**src/rtl/cdc_cmd_pkg.sv**
```systemverilog
// Shared types and constants for the USB CDC command-line parser.
// Holds the FSM state encoding, ASCII constants, error codes and character helpers.
package cdc_cmd_pkg;

  typedef enum logic [1:0] {
    ST_IDLE    = 2'd0,
    ST_ARG     = 2'd1,
    ST_EMIT    = 2'd2,
    ST_DISCARD = 2'd3
  } state_e;

  localparam logic [7:0] CHAR_CR = 8'h0D;
  localparam logic [7:0] CHAR_LF = 8'h0A;
  localparam logic [7:0] CHAR_SP = 8'h20;

  localparam logic [1:0] ERR_BADOP  = 2'd1;
  localparam logic [1:0] ERR_BADHEX = 2'd2;
  localparam logic [1:0] ERR_OVF    = 2'd3;

  function automatic logic is_term(input logic [7:0] ch);
    return (ch == CHAR_CR) || (ch == CHAR_LF);
  endfunction

  function automatic logic is_letter(input logic [7:0] ch);
    return ((ch >= 8'h41) && (ch <= 8'h5A)) || ((ch >= 8'h61) && (ch <= 8'h7A));
  endfunction

  // Clearing bit 5 folds a-z onto A-Z and leaves A-Z untouched.
  function automatic logic [7:0] to_upper(input logic [7:0] ch);
    return ch & 8'hDF;
  endfunction

endpackage

```
**src/rtl/hex_nibble_decode.sv**
```systemverilog
// Combinational ASCII hex digit decoder: '0'-'9', 'A'-'F', 'a'-'f' -> 4-bit value.
module hex_nibble_decode (
  input  logic [7:0] data_i,
  output logic       is_hex_o,
  output logic [3:0] nibble_o
);

  always_comb begin
    is_hex_o = 1'b0;
    nibble_o = 4'd0;
    if ((data_i >= 8'h30) && (data_i <= 8'h39)) begin
      is_hex_o = 1'b1;
      nibble_o = data_i[3:0];
    end else if (((data_i >= 8'h41) && (data_i <= 8'h46)) ||
                 ((data_i >= 8'h61) && (data_i <= 8'h66))) begin
      // Low nibble of A-F / a-f is 1..6, so +9 gives 10..15.
      is_hex_o = 1'b1;
      nibble_o = data_i[3:0] + 4'd9;
    end
  end

endmodule

```
**src/rtl/cdc_cmd_parser.sv**
```systemverilog
// Decodes "<letter><hex>*<CR|LF>" lines from the CDC OUT byte stream into op/arg commands.
// Optional raw byte echo toward the CDC IN path is built when CDC_CMD_ECHO_EN is defined.
module cdc_cmd_parser
  import cdc_cmd_pkg::*;
#(
  parameter  int ARG_DIGITS = 8,
  localparam int ARG_W      = 4 * ARG_DIGITS
) (
  input  logic             clk_i,
  input  logic             rstn_i,
  input  logic [7:0]       rx_data_i,
  input  logic             rx_valid_i,
  output logic             rx_ready_o,
  output logic             cmd_valid_o,
  output logic [7:0]       cmd_op_o,
  output logic [ARG_W-1:0] cmd_arg_o,
  input  logic             cmd_ready_i,
  output logic             err_o,
  output logic [1:0]       err_code_o
`ifdef CDC_CMD_ECHO_EN
  ,
  output logic [7:0]       echo_data_o,
  output logic             echo_valid_o,
  input  logic             echo_ready_i
`endif
);

  localparam int CNT_W = $clog2(ARG_DIGITS + 1);

  state_e           state_reg, state_next;
  logic [7:0]       op_reg, op_next;
  logic [ARG_W-1:0] arg_reg, arg_next;
  logic [CNT_W-1:0] cnt_reg, cnt_next;
  logic             err_reg, err_next;
  logic [1:0]       err_code_reg, err_code_next;
  logic             accept;
  logic             echo_free;
  logic             is_hex;
  logic [3:0]       nibble;

  hex_nibble_decode u_hex (
    .data_i   (rx_data_i),
    .is_hex_o (is_hex),
    .nibble_o (nibble)
  );

`ifdef CDC_CMD_ECHO_EN
  logic [7:0] echo_data_reg;
  logic       echo_valid_reg;

  // A byte may only be taken when the echo slot is empty or draining this cycle.
  assign echo_free = !echo_valid_reg || echo_ready_i;

  always_ff @(posedge clk_i or negedge rstn_i) begin
    if (!rstn_i) begin
      echo_data_reg  <= 8'd0;
      echo_valid_reg <= 1'b0;
    end else if (accept) begin
      echo_data_reg  <= rx_data_i;
      echo_valid_reg <= 1'b1;
    end else if (echo_ready_i) begin
      echo_valid_reg <= 1'b0;
    end
  end

  assign echo_data_o  = echo_data_reg;
  assign echo_valid_o = echo_valid_reg;
`else
  assign echo_free = 1'b1;
`endif

  assign rx_ready_o  = (state_reg != ST_EMIT) && echo_free;
  assign accept      = rx_valid_i && rx_ready_o;
  assign cmd_valid_o = (state_reg == ST_EMIT);
  assign cmd_op_o    = op_reg;
  assign cmd_arg_o   = arg_reg;
  assign err_o       = err_reg;
  assign err_code_o  = err_code_reg;

  always_ff @(posedge clk_i or negedge rstn_i) begin
    if (!rstn_i) begin
      state_reg    <= ST_IDLE;
      op_reg       <= 8'd0;
      arg_reg      <= '0;
      cnt_reg      <= '0;
      err_reg      <= 1'b0;
      err_code_reg <= 2'd0;
    end else begin
      state_reg    <= state_next;
      op_reg       <= op_next;
      arg_reg      <= arg_next;
      cnt_reg      <= cnt_next;
      err_reg      <= err_next;
      err_code_reg <= err_code_next;
    end
  end

  always_comb begin
    state_next    = state_reg;
    op_next       = op_reg;
    arg_next      = arg_reg;
    cnt_next      = cnt_reg;
    err_next      = 1'b0;
    err_code_next = err_code_reg;
    case (state_reg)
      ST_IDLE: begin
        // Terminators and spaces between lines are ignored.
        if (accept && !is_term(rx_data_i) && (rx_data_i != CHAR_SP)) begin
          if (is_letter(rx_data_i)) begin
            op_next    = to_upper(rx_data_i);
            arg_next   = '0;
            cnt_next   = '0;
            state_next = ST_ARG;
          end else begin
            err_next      = 1'b1;
            err_code_next = ERR_BADOP;
            state_next    = ST_DISCARD;
          end
        end
      end
      ST_ARG: begin
        if (accept) begin
          if (is_hex) begin
            if (cnt_reg < CNT_W'(ARG_DIGITS)) begin
              arg_next = {arg_reg[ARG_W-5:0], nibble};
              cnt_next = cnt_reg + 1'b1;
            end else begin
              err_next      = 1'b1;
              err_code_next = ERR_OVF;
              state_next    = ST_DISCARD;
            end
          end else if (is_term(rx_data_i)) begin
            state_next = ST_EMIT;
          end else begin
            err_next      = 1'b1;
            err_code_next = ERR_BADHEX;
            state_next    = ST_DISCARD;
          end
        end
      end
      ST_EMIT: begin
        if (cmd_ready_i) state_next = ST_IDLE;
      end
      ST_DISCARD: begin
        if (accept && is_term(rx_data_i)) state_next = ST_IDLE;
      end
      default: state_next = ST_IDLE;
    endcase
  end

endmodule

```
**config.mk**
```make
export PLATFORM = sky130hd
export DESIGN_NAME = cdc_cmd_parser
export DESIGN_NICKNAME = d
export VERILOG_FILES = /design/src/rtl/cdc_cmd_pkg.sv /design/src/rtl/hex_nibble_decode.sv /design/src/rtl/cdc_cmd_parser.sv
export SDC_FILE = /design/constraint.sdc
export NUM_CORES = 1
export LEC_CHECK = 0
export CAP_MARGIN = 30
export CORE_MARGIN = 5
export CORE_UTILIZATION = 54
export CTS_CLUSTER_SIZE = 10
export DETAILED_ROUTE_END_ITERATION = 10
export GPL_TIMING_DRIVEN = 1
export PLACE_DENSITY = 0.88
export SYNTH_ARGS = -nofsm -noshare
export SYNTH_HDL_FRONTEND = slang
export SYNTH_SLANG_ARGS = --single-unit
```
**constraint.sdc**
```tcl
create_clock -name clk_i -period 5.3 [get_ports clk_i]
set_clock_uncertainty 0.05 [all_clocks]
set_input_delay 0.795 -clock clk_i [delete_from_list [all_inputs] [get_ports clk_i]]
set_output_delay 0.795 -clock clk_i [all_outputs]
set_load 0.02 [all_outputs]
```
==> PnR_summary.wiki, run 1 <==
{| class="wikitable"
! Metric !! Value
|-
| CTS H-tree depth || 2
|-
| Count of distinct cell types in the synthesized netlist || just over 40
|-
| Area share of the largest cell type after synthesis || 49.3%
|-
| Setup_tns || 0 ps
|-
| Top-count cell post-synth || sky130_fd_sc_hd__dfrtp_1
|-
| Worst path required time || 5480 ps
|-
| Leakage Power || 1.43 nW
|-
| Top sig layer || met4
|-
| Max FFs per register || 32
|-
| Critical setup path kind || input pin to flop
|-
| Chip height || ~77 um
|-
| Net count after synthesis || 254
|-
| Insertion delay to the later sink of the worst-skew pair || 310 ps
|-
| Core Rows || 24
|-
| Number of stages on the worst setup path || 9
|-
| Via count normalized by instance count || 5.16
|-
| Largest stage delay, worst path || about 600 ps
|-
| Final global-route overflow total || 0
|-
| Antenna violations before repair || 0
|-
| Final max-slew violation count || 0
|-
| Average wire per standard cell || between 10 and 15 um
|-
| CP max-delay cell || sky130_fd_sc_hd__clkdlybuf4s50_1
|-
| Predominant post-synthesis flop cell || sky130_fd_sc_hd__dfrtp_1
|-
| Commonest cells in the synthesized netlist || sky130_fd_sc_hd__dfrtp_1 (48), sky130_fd_sc_hd__inv_1 (37), sky130_fd_sc_hd__nand2_1 (36)
|-
| Layout filler cell count || around 310
|-
| Buffers & Inverters on Critical Path || 3
|-
| Total Nets Final || between 300 and 400
|-
| Clock net sink count || 48
|-
| CP arrival || 3830 ps
|-
| Max-cap violations || 0
|-
| Cell class contributing the biggest share of worst-path delay || buffers and inverters
|-
| Logic pwr share || about 42%
|-
| Die area || 5960 um^2
|-
| Wire length reported by the detailed router || about 4.8 mm
|-
| Hold Buf Count CTS || 0
|-
| Clock root buffer || sky130_fd_sc_hd__clkbuf_8
|-
| Outcome || finished, final reports clean
|-
| Layout cells sized above 1 || under 10%
|-
| Maximum fanout count along the critical path || 22
|-
| Setup repair after global routing missed its margin || false
|-
| Synth Warn # || 0
|-
| Final Wtd Congestion || around 0.8
|-
| Initial core utilization || between 50% and 60%
|-
| Final Hold Slack || between 300 and 400 ps
|-
| Port bufs || 55
|-
| Number of post-CTS setup repair buffers || 0
|-
| Cell taking the most area after synthesis || sky130_fd_sc_hd__dfrtp_1
|-
| Cells on worst reg2reg path || 6
|-
| Setup violation total in the final timing report || 0
|-
| Largest net degree at the start of global routing || 33
|-
| Internal Power || 0.853 mW
|-
| Headroom to the max-slew limit || 49.6%
|-
| Number of buffers between clock root and the deepest sink || 2
|-
| WL met3 || 167 um
|-
| Highest ir drop seen on vdd || approximately 250 uV
|-
| Switching share of power || 37.9%
|-
| Part of the power in the clock network || between 10% and 20%
|-
| Maximum clock rate || approximately 270 MHz
|-
| Number of DRC violations after detailed-routing iteration 0 || roughly 120
|-
| Number of buffers added by the clock tree synthesis step || 5
|-
| Worst path cell trace || clkdlybuf4s50_1, inv_1, ha_1, or4b_1, o221ai_1, nor4b_4, o21bai_4, buf_4, mux2i_1
|-
| Area of the mapped netlist || ~2400 um^2
|-
| Total half-perimeter wirelength after legalization and detailed placement || approximately 3.5 mm
|-
| Sequential standard cell area || roughly 1200 um^2
|-
| Number of enable-type register cells in the synthesized netlist || 0
|-
| Met2 layer wire length in the routed design || about 2.4 mm
|-
| Number of gates resized after CTS || 0
|-
| Count of endpoints failing hold in the final timing report || 0
|-
| TritonCTS clock tree || built
|-
| Cells taking the most area after synthesis || sky130_fd_sc_hd__dfrtp_1 (49%), sky130_fd_sc_hd__mux2i_1 (13%), sky130_fd_sc_hd__inv_1 (5.7%)
|-
| HP Class || input pin to asynchronous set/reset pin
|-
| Remaining antenna violation count after routing || 0
|-
| Die boundary width || 77.2 um
|-
| Met1 routed wirelength after detailed routing || about 2.1 mm
|-
| CTS clock-pin slew for the worst setup and hold paths || 80 ps
|-
| Final routed DRC violation total || 0
|-
| Global-route wire length before repair || ~8.3 mm
|-
| Area of the multi-input gates || 1020 um^2
|-
| TritonRoute pass-1 iters || 5
|-
| Synthesized instance count || approximately 240
|-
| Portion of the clock cycle consumed by the worst path in the final layout || a little under 70%
|-
| Share of flip-flops with an asynchronous set or reset || 100%
|-
| Global Route Usage Sum || roughly 17%
|-
| Net switching component of the power || slightly above 0.5 mW
|-
| Area growth syn-to-layout || 27.2%
|-
| Least-Margin Pin Slew || between 700 and 800 ps
|-
| Endpoint kind of the worst setup timing path || flop
|-
| Synthesis-stage register bit count || 48
|-
| Crit start category || input pin
|-
| Sequential cell fraction of total power || 41.1%
|-
| N_diodes || 0
|-
| Crit path time final || about 3700 ps
|-
| Via count of the first global-routing pass || between 1.5k and 2k
|-
| Average cell area after synthesis || 10.3 um^2
|-
| Proportion of synthesized chip area in sequential cells || between 40% and 50%
|-
| Placeable core area || between 4000 and 5000 um^2
|-
| Num ports || 57
|-
| Via count || approximately 1.8k
|-
| Power per cell area || ~440 nW/um^2
|}
[stage by stage]
step           util (%)  total power [mW]  setup slack, ps  cells  instance area (um^2)
2_1_floorplan         -             0.875             2570    237                  2440
5_1_grt            71.2              1.46             1440    342                  3100
4_1_cts            71.2              1.39             1610    342                  3100
3_5_place_dp       69.0              1.15             1300    334                  3000
3_3_place_gp       68.5              1.14             1420    333                  2980
6_report           71.2              1.37             1640    342                  3100
[final cells by class]
cell class              count  area share [%]
multi-input cells         139            32.8
repair buffers             58            18.7
clock buffers               6            2.66
inverters                  37            4.48
flip-flops and latches     48            38.7
well taps                  52            2.10
clock inverters             2           0.484
[cell usage in the layout, fill, tap and decap left out, types with 5 or more instances in the layout]
cell / n
sky130_fd_sc_hd__clkdlybuf4s50_1: 54
sky130_fd_sc_hd__dfrtp_1: 48
sky130_fd_sc_hd__inv_1: 37
sky130_fd_sc_hd__nand2_1: 36
sky130_fd_sc_hd__mux2i_1: 31
sky130_fd_sc_hd__nor2_1: 8
sky130_fd_sc_hd__a21oi_1: 6
sky130_fd_sc_hd__clkbuf_8: 6
sky130_fd_sc_hd__mux2_2: 5
sky130_fd_sc_hd__ha_1: 5
[power groups by stage]
stage / sequential (mW) / combinational (mW) / clock, mW
floorplan: 0.674 / 0.202 / 0
global placement: 0.569 / 0.569 / 0
detailed placement: 0.571 / 0.583 / 0
CTS: 0.565 / 0.587 / 0.236
global route: 0.582 / 0.631 / 0.248
finish: 0.563 / 0.580 / 0.229
[routing by layer]
layer	track usage (%)	vias to the layer above
met3	3.86	8
met4	6.36	0
met2	27.9	32
met1	21.8	845
li1	-	879
met5	0	-
[final timing paths]
check | startpoint | to | slack [ps]
min reg2reg | cmd_op_o[6]$_DFFE_PN0P_ | cmd_op_o[6]$_DFFE_PN0P_ | 440
min | rstn_i | cmd_op_o[4]$_DFFE_PN0P_ | 390
max reg2reg | state_reg[1]$_DFFE_PN0P_ | cmd_arg_o[10]$_DFFE_PN0P_ | 2850
min in group clk_i | cmd_op_o[6]$_DFFE_PN0P_ | cmd_op_o[6]$_DFFE_PN0P_ | 440
max in group asynchronous | rstn_i | cmd_arg_o[3]$_DFFE_PN0P_ | 4310
max | rx_data_i[0] | cmd_arg_o[10]$_DFFE_PN0P_ | 1640
[logic make-up after synthesis]
kind of cell    Yosys count  share of synthesized area, %
buf+inv                  50                          9.54
compound gates           22                          5.70
simple gates             69                          14.9
fa+ha+maj                 5                          2.57
flops                    48                          49.3
mux                      41                          17.5
other cells               1                         0.154
xor+xnor                  1                         0.359
Note: power is estimated with default switching activity, not from simulation.
==> run 2, diff against run 1 <==
Settings changed: CORE_UTILIZATION 54 to 50, PLACE_DENSITY 0.88 to 0.83.
Clock period 5.3 ns to 3.5 ns, I/O delays scaled along.
==> PnR_summary.wiki, run 2 (synthesis gave the netlist of run 1 again) <==
{| class="wikitable"
! Metric !! Value
|-
| Die area || around 6400 um^2
|-
| Via count of the first global-routing pass || 1857
|-
| Number of buffers between clock root and the deepest sink || 2
|-
| Leakage Power || about 1.5 nW
|-
| Chip height || approximately 80 um
|-
| Total Nets Final || roughly 310
|-
| Antenna violations before repair || 0
|-
| Worst path cell trace || clkdlybuf4s50_1, inv_1, ha_1, or3b_1, and4_1, o21ai_1, nand4_1, a211o_1
|-
| Number of gates resized after CTS || 0
|-
| Final global-route overflow total || 0
|-
| Clock root buffer || sky130_fd_sc_hd__clkbuf_8
|-
| TritonRoute pass-1 iters || 4
|-
| Least-Margin Pin Slew || 497 ps
|-
| Wire length reported by the detailed router || about 5 mm
|-
| Final non-filler cell area || approximately 3200 um^2
|-
| Commonest cells after routing, fill and taps aside || sky130_fd_sc_hd__clkdlybuf4s50_1 (54), sky130_fd_sc_hd__dfrtp_1 (48), sky130_fd_sc_hd__inv_1 (37)
|-
| Die boundary width || approximately 80 um
|-
| Placed Instance Area || between 3000 and 4000 um^2
|-
| CTS H-tree depth || 2
|-
| Initial core utilization || 51.6%
|-
| Outcome || finished, final reports clean
|-
| CTS clock-pin slew for the worst setup and hold paths || 90 ps
|-
| Final Wtd Congestion || between 0.7 and 0.8
|-
| Setup repair after global routing missed its margin || false
|-
| HP Class || input pin to asynchronous set/reset pin
|-
| Port bufs || 55
|-
| Max-cap violations || 0
|-
| Clock net sink count || between 40 and 50
|-
| Power consumption || between 2 and 2.5 mW
|-
| Crit start category || input pin
|-
| Final max-slew violation count || 0
|-
| Placeable core area || between 4000 and 5000 um^2
|-
| Num ports || 57
|-
| Insertion delay to the later sink of the worst-skew pair || 300 ps
|-
| Endpoint kind of the worst setup timing path || flop
|-
| TritonCTS clock tree || built
|-
| Crit path time final || roughly 2800 ps
|-
| Crit path setup slack, layout || around 680 ps
|-
| Critical setup path kind || input pin to flop
|-
| Number of post-CTS setup repair buffers || 0
|-
| Average wire per standard cell || 13.8 um
|-
| Setup violation total in the final timing report || 0
|-
| Remaining antenna violation count after routing || 0
|-
| Layout cells sized above 1 || around a tenth
|-
| Global Route Usage Sum || about 17%
|-
| CP max-delay cell || sky130_fd_sc_hd__clkdlybuf4s50_1
|-
| Headroom to the max-slew limit || around two thirds
|-
| Via count normalized by instance count || around 5.0
|-
| Max FFs per register || 32
|-
| Count of endpoints failing hold in the final timing report || 0
|-
| Final routed DRC violation total || 0
|-
| Most common cell after layout, fill and taps aside || sky130_fd_sc_hd__clkdlybuf4s50_1
|-
| N_diodes || 0
|-
| Worst path required time || 3640 ps
|-
| Via count || about 1.8k
|-
| Power per cell area || 676 nW/um^2
|-
| Maximum fanout count along the critical path || 8
|-
| Number of buffers added by the clock tree synthesis step || 5
|-
| Highest ir drop seen on vdd || around 340 uV
|-
| Maximum clock rate || 355 MHz
|-
| Largest net degree at the start of global routing || 31
|-
| Placement-stage worst setup slack || 364 ps
|-
| Number of DRC violations after detailed-routing iteration 0 || ~120
|-
| Total half-perimeter wirelength after legalization and detailed placement || 3.59 mm
|-
| Global-route wire length before repair || 8.46 mm
|-
| CP arrival || approximately 3000 ps
|-
| Layout filler cell count || roughly 360
|-
| Core Rows || 25
|-
| Largest stage delay, worst path || 530 ps
|-
| Hold Buf Count CTS || 0
|-
| Setup_tns || 0 ps
|-
| Portion of the clock cycle consumed by the worst path in the final layout || slightly above 80%
|-
| Area growth syn-to-layout || 30.4%
|}
run 2: cell count changes in the layout (fill, tap and decap cells not counted), sizes merged:
| cell | previous run | this run |
|---|---|---|
| buf | 4 | 7 |
| clkinvlp | 2 | 0 |
| bufinv | 0 | 1 |
| clkinv | 0 | 1 |
run 2: final timing paths:
kind,from,slack (ps),endpoint,depth (start not counted)
setup / recovery,rx_data_i[0],680,err_code_o[0]$_DFFE_PN0P_,8
hold / removal,rstn_i,120,cmd_arg_o[19]$_DFFE_PN0P_,1
setup reg to reg,state_reg[0]$_DFFE_PN0P_,1440,cmd_arg_o[20]$_DFFE_PN0P_,5
hold reg to reg,cmd_op_o[6]$_DFFE_PN0P_,430,cmd_op_o[6]$_DFFE_PN0P_,1
max in group asynchronous,rstn_i,2770,cnt_reg[1]$_DFFE_PN0P_,2
min in group clk_i,cmd_op_o[6]$_DFFE_PN0P_,430,cmd_op_o[6]$_DFFE_PN0P_,1
run 2: final cells by class:
type / instances / area [um^2] / area share, %
multi-input combinational: 139 / 1020 / 32.0
timing repair buffer: 61 / 616 / 19.4
clock inverter: 2 / 38.8 / 1.22
sequential: 48 / 1200 / 37.8
tap: 67 / 83.8 / 2.64
inverter: 37 / 139 / 4.37
clock buffer: 6 / 82.6 / 2.60
run 2: critical path, delay by kind of cell:
kind,cells,cell delay (ps)
AOI/OAI and AO/OA,2,720
buffers and inverters,2,710
adders and majority gates,1,210
and+or+nand+nor,3,780
run 2: per-stage QoR:
stage | hold WS, ps | std cells | utilization, %
3_3_place_gp | 406 | 351 | 64.3
4_1_cts | 123 | 360 | 67.3
2_1_floorplan | 179 | 237 | -
6_report | 117 | 360 | 67.3
3_5_place_dp | 412 | 352 | 64.7
5_1_grt | 140 | 360 | 67.3
run 2: power breakdown:
group / switching, mW / internal (mW)
logic: 0.469 / 0.411
registers: 0.130 / 0.721
clock network: 0.186 / 0.234
total: 0.784 / 1.37
run 2: routing by layer:
metal / wire [um] / GRT usage, % / vias to the layer above
met4: 71 / 5.07 / 0
met2: 2480 / 29.0 / 38
met1: 2200 / 21.6 / 875
met5: 0 / 0 / -
li1: - / - / 881
met3: 207 / 3.72 / 6
